==> src/rtl/fetch_unit_pkg.sv <==
// Shared CPU definitions for the fetch front end: widths, NOP encoding,
// attention bit indices and the fetch-action encoding used by fetch_unit.
package fetch_unit_pkg;

    localparam int CPU_ADDR_W  = 8;
    localparam int CPU_INSTR_W = 32;
    localparam int CPU_N_ATC   = 8;

    localparam logic [CPU_INSTR_W-1:0] NOP = '0;

    // Attention sources polled by ATC instructions, by bit position.
    typedef enum logic [2:0] {
        ATC_PUSH = 3'd0,
        ATC_POP  = 3'd1,
        ATC_ADD  = 3'd2,
        ATC_MULT = 3'd3,
        ATC_OFLW = 3'd4
    } atc_bit_e;

    typedef enum logic [1:0] {
        FETCH_HOLD,
        FETCH_SEQ,
        FETCH_JUMP,
        FETCH_ATC
    } fetch_act_e;

endpackage

==> src/rtl/fetch_unit_atc_latch.sv <==
// Attention latch: rising-edge detect on each attention level plus a
// sticky pending bit that the fetch unit clears when an ATC consumes it.
module atc_latch #(
    parameter int N_ATC = 8
) (
    input  logic             clock,
    input  logic             reset,
    input  logic [N_ATC-1:0] atc_in,
    input  logic [N_ATC-1:0] clr,
    output logic [N_ATC-1:0] pending
);

    logic [N_ATC-1:0] prev_q, prev_d;
    logic [N_ATC-1:0] pending_q, pending_d;
    logic [N_ATC-1:0] rise;

    // A rise landing on the same edge as a clear wins, so no event is lost.
    always_comb begin
        rise      = atc_in & ~prev_q;
        prev_d    = atc_in;
        pending_d = (pending_q & ~clr) | rise;
    end

    // History loads the live levels during reset so held levels raise nothing.
    always_ff @(posedge clock) begin
        if (reset) begin
            prev_q    <= atc_in;
            pending_q <= '0;
        end else begin
            prev_q    <= prev_d;
            pending_q <= pending_d;
        end
    end

    assign pending = pending_q;

endmodule

==> src/rtl/fetch_unit.sv <==
// CPU fetch front end: owns the PC, registers the fetched word into ir, and
// squashes one slot on every taken JMP/ATC redirect.
module fetch_unit
    import fetch_unit_pkg::*;
#(
    parameter int ADDR_W  = CPU_ADDR_W,
    parameter int INSTR_W = CPU_INSTR_W,
    parameter int N_ATC   = CPU_N_ATC
) (
    input  logic               clock,
    input  logic               reset,
    input  logic               enable,
    output logic [ADDR_W-1:0]  address,
    input  logic [INSTR_W-1:0] instruction,
    output logic [INSTR_W-1:0] ir,
    output logic               ir_valid,
    output logic [ADDR_W-1:0]  pc,
    input  logic               jump_req,
    input  logic               atc_req,
    input  logic [2:0]         atc_sel,
    input  logic [ADDR_W-1:0]  target,
    input  logic [N_ATC-1:0]   atc_in,
    output logic [N_ATC-1:0]   atc_pending,
    output logic               atc_taken
);

    logic [ADDR_W-1:0]  pc_q, pc_d;
    logic [INSTR_W-1:0] ir_q, ir_d;
    logic               ir_valid_q, ir_valid_d;
    logic [N_ATC-1:0]   atc_clr;
    fetch_act_e         act;

    atc_latch #(
        .N_ATC (N_ATC)
    ) u_atc_latch (
        .clock   (clock),
        .reset   (reset),
        .atc_in  (atc_in),
        .clr     (atc_clr),
        .pending (atc_pending)
    );

    // Bubbles never redirect; a jump outranks an ATC and leaves the pending bit alone.
    always_comb begin
        atc_taken = atc_req & atc_pending[atc_sel];
        act       = FETCH_HOLD;
        if (enable) begin
            if (ir_valid_q && jump_req) begin
                act = FETCH_JUMP;
            end else if (ir_valid_q && atc_taken) begin
                act = FETCH_ATC;
            end else begin
                act = FETCH_SEQ;
            end
        end
    end

    always_comb begin
        atc_clr = '0;
        if (act == FETCH_ATC) begin
            atc_clr = {{(N_ATC-1){1'b0}}, 1'b1} << atc_sel;
        end
    end

    always_comb begin
        pc_d       = pc_q;
        ir_d       = ir_q;
        ir_valid_d = ir_valid_q;
        case (act)
            FETCH_SEQ: begin
                pc_d       = pc_q + ADDR_W'(1);
                ir_d       = instruction;
                ir_valid_d = 1'b1;
            end
            FETCH_JUMP, FETCH_ATC: begin
                // The word fetched at the old pc is dropped: one bubble.
                pc_d       = target;
                ir_d       = INSTR_W'(NOP);
                ir_valid_d = 1'b0;
            end
            default: ;
        endcase
    end

    always_ff @(posedge clock) begin
        if (reset) begin
            pc_q       <= '0;
            ir_q       <= INSTR_W'(NOP);
            ir_valid_q <= 1'b0;
        end else begin
            pc_q       <= pc_d;
            ir_q       <= ir_d;
            ir_valid_q <= ir_valid_d;
        end
    end

    assign address  = pc_q;
    assign pc       = pc_q;
    assign ir       = ir_q;
    assign ir_valid = ir_valid_q;

endmodule
==> config.mk <==
export PLATFORM = sky130hd
export DESIGN_NAME = fetch_unit
export DESIGN_NICKNAME = d
export VERILOG_FILES = /design/src/rtl/fetch_unit_pkg.sv /design/src/rtl/fetch_unit_atc_latch.sv /design/src/rtl/fetch_unit.sv
export SDC_FILE = /design/constraint.sdc
export NUM_CORES = 1
export LEC_CHECK = 0
export ABC_AREA = 1
export CAP_MARGIN = 20
export CORE_ASPECT_RATIO = 1.5
export CORE_MARGIN = 2
export CORE_UTILIZATION = 47
export CTS_BUF_LIST = sky130_fd_sc_hd__clkbuf_2
export CTS_CLUSTER_DIAMETER = 80
export CTS_CLUSTER_SIZE = 24
export DETAILED_ROUTE_END_ITERATION = 16
export MAX_ROUTING_LAYER = met4
export PLACE_DENSITY = 0.87
export SYNTH_ARGS = -nofsm -noshare
export SYNTH_HDL_FRONTEND = slang
export SYNTH_HIERARCHICAL = 1
export SYNTH_SLANG_ARGS = --single-unit
==> constraint.sdc <==
create_clock -name clock -period 2.4 [get_ports clock]
set_input_delay 0.48 -clock clock [delete_from_list [all_inputs] [get_ports clock]]
set_output_delay 0.48 -clock clock [all_outputs]
set_load 0.02 [all_outputs]
==> out/metrics.yaml <==
flow_run:
  max_cap_viol_count: 0
sta:
  final-setup-viol-count: 0
  tightest_slew_ns: 0.868
  rsz0062_at_grt: "no"
  fin_crit_sh_pct: 92.2
  hold_viol_final: 0
  finClkSkew_ns: 0.0243
  fin_tns_setup_ns: 0
  maxSlewHeadroom_pct: 42.1
  hold_ws_ns: 0.391
  fin_crit_ns: 2.21
  fmax_ghz: 0.452
  maxSlewViolCount: 0
drt:
  viasPerCell: 4.91
  drt-initial-drc-count: 155
  drt_first_pass_iters: 4
  wirelength_um: 6880
  drt-wirelength-per-cell_um: 13.1
  via_count: 2581
  drc: 0
  ant_nets: 0
floorplanning:
  rows: 33
  die_area_sq_um: 6330
  fp.dieH_um: 96.5
  num_io_pins: 114
  initial_core_util_pct: 48.8
  coreArea_sq_um: 5490
  die_x_um: 65.7
final_layout:
  fin_area_sq_um: 3880
  nNetsFinal: 508
  fillers: 448
  ff_latch_area_sq_um: 1140
  multi_input_area_sq_um: 1200
  antenna_cells: 0
  drive_above_1_share_pct: 15.1
  areaGrowthSynthToFinish_pct: 44.6
synthesis:
  synth-async-reset-ratio_pct: 0
  synthCells: 339
  ys_seq_area_share_pct: 42.6
  synthDominantCellAreaShare_pct: 42.6
  syn_nets: 396
  yosys_most_used_dff: "dfxtp_1"
  syn_area_sq_um: 2680
  synth_area_leader_cell: "dfxtp_1"
  synth_commonest_cells: "85 x nand2_1, 57 x dfxtp_1, 36 x nand3_1, 35 x nor2_1, 26 x inv_1"
  synth_seq_cells: 57
  synth_edf_count: 0
  synth.yosys.warnings: 6
  synthTopCellsByArea: "dfxtp_1 43%, nand2_1 12%, nand3_1 6.7%"
  ys_types: 30
  avgSynthCellArea_sq_um: 7.91
  synth_most_common_cell: "nand2_1"
global_routing:
  grt_max_degree: 33
  grtUsageTotal_pct: 23.6
  antenna_found_initial: 0
  grt_pass1_vias: 2535
  overflow: 0
  grt_pass1_wl_um: 11100
power:
  p_leak_nw: 1.56
  power_frac_seq_pct: 49.1
  power_frac_comb_pct: 22.5
  peakVddDrop_mv: 0.393
  sw_frac_of_total_pct: 30.0
  internal_power_mw: 1.48
  clock_power_share_pct: 28.3
  netSwitchingPower_mw: 0.635
  p_total_mw: 2.12
  powerDensity_nw_per_um2: 546
worst_setup_path:
  cpMostUsedCell: "nand3_2"
  ff2ff_setup_slack_ns: 0.77
  critPathLaunchType: "input pin"
  crit_slowest_cell: "clkdlybuf4s50_1"
  max_stage_delay_ns: 0.58
  cp_max_fo: 5
  path_class: "in2out"
  cp-end-kind: "primary output"
  cp.required_ns: 1.92
  crit_path_cell_trace: "clkdlybuf4s50_1 -> inv_2 -> nand2_1 -> nand3_2 -> nand3_2 -> inv_1 -> dlygate4sd2_1"
  cp.arrival_ns: 1.73
placement:
  io_buffers: 113
  place_hpwl_um: 5020
  dpl-instance-area_sq_um: 3770
  globalplace.congestion: 0.890
clocking:
  postCtsSetupBuffers: 0
  clk_latency_ns: 0.47
  clk_path_buf_depth: 2
  cts_buffers: 9
  path_clk_slew_ns: 0.16
  tritoncts: "built"
  root_buffer: "clkbuf_2"
  cts-htree-levels: 3
  cts_sinks: 57
status:
  status: "completed"
worst_hold_path:
  hold_path_class: "in2reg"
## critical path, delay by kind of cell
kind                   cells  cell delay (ns)
buffers and inverters      4             1.01
and+or+nand+nor            3             0.24
## path summary, 6_finish.rpt
kind	cells past startpoint	from	endpoint
setup reg to reg	14	u_atc_latch/pending[1]$_SDFF_PP0_	u_atc_latch/pending[4]$_SDFF_PP0_
hold reg to reg	2	ir[3]$_SDFFE_PP0P_	ir[3]$_SDFFE_PP0P_
setup / recovery	7	atc_sel[1]	atc_taken
hold / removal	3	enable	ir_valid$_SDFFE_PP0P_
## logic make-up after synthesis
logic type               count (synthesis)  synth area share (%)
AND/OR/NAND/NOR                        178                  31.7
flip-flops                              57                  42.6
XOR/XNOR                                 6                  1.96
AO/OA/AOI/OAI                           43                  10.6
buffers and inverters                   54                  12.6
adder cells (fa/ha/maj)                  1                 0.467
## repair_timing
action / 4_1_cts / 5_1_grt
endpoints found under the setup margin: 1 / 0
gates resized for setup: 2 / 0
hold buffers: 0 / 0
endpoints found under the hold margin: 0 / 0
## through the flow
step	cells	worst slack, ns	util, %
2_1_floorplan	339	0.778	-
3_3_place_gp	510	-0.218	68.6
3_5_place_dp	510	-0.308	68.6
4_1_cts	526	0.186	70.6
5_1_grt	526	0.0753	70.6
6_report	526	0.187	70.6
## final cells by class
| cell class | instances | area share (%) |
|---|---|---|
| Clock buffer | 10 | 1.29 |
| Clock inverter | 6 | 1.52 |
| Inverter | 29 | 2.81 |
| Multi-Input combinational cell | 228 | 31.0 |
| Sequential cell | 57 | 29.4 |
| Tap cell | 70 | 2.26 |
| Timing Repair Buffer | 126 | 31.7 |
## registers in the layout (all words and copies together), names as in the netlist
signal,count
address,8
ir,32
ir_valid,1
u_atc_latch/pending,8
u_atc_latch/prev_q,8
## layout by cell type, fill, tap and decap left out
cell type        Yosys  layout
nor3_1               1       1
a21oi_1             22      22
clkbuf_2             0      10
inv_2                2       2
nand2_4              1       1
o21ai_0              2       2
a21boi_0             1       1
clkinvlp_4           0       1
buf_12               1       1
clkdlybuf4s50_1      0     109
inv_1               26      26
dlygate4sd2_1        0       2
buf_2                0       2
xor2_1               4       4
nand3_2             17      17
bufinv_16            0       1
nand3b_1             1       1
clkinv_4             0       1
nand3_1             36      36
nand2_8              1       1
clkinv_1             1       3
buf_4               10      12
ha_1                 1       1
xnor2_1              2       2
a21oi_2             18      18
dfxtp_1             57      57
clkinv_2             0       1
nand2_1             85      85
nor2_1              35      35
nand2_2              1       1
## per-layer routing
layer,vias to the layer above,global-route usage [%],wire length [um]
met2,90,39.6,3680
met3,16,4.98,330
met5,-,-,0
met4,0,14.6,194
met1,1173,25.1,2680
li1,1302,-,-
## power groups by stage
stage	logic, mW	clock network (mW)	registers, mW
2_1_floorplan	0.195	0	1.11
3_3_place_gp	0.471	0	1.06
3_5_place_dp	0.479	0	1.06
4_1_cts	0.480	0.619	1.04
5_1_grt	0.515	0.673	1.05
6_report	0.477	0.600	1.04
No activity file was read; power rests on OpenSTA's default activity.
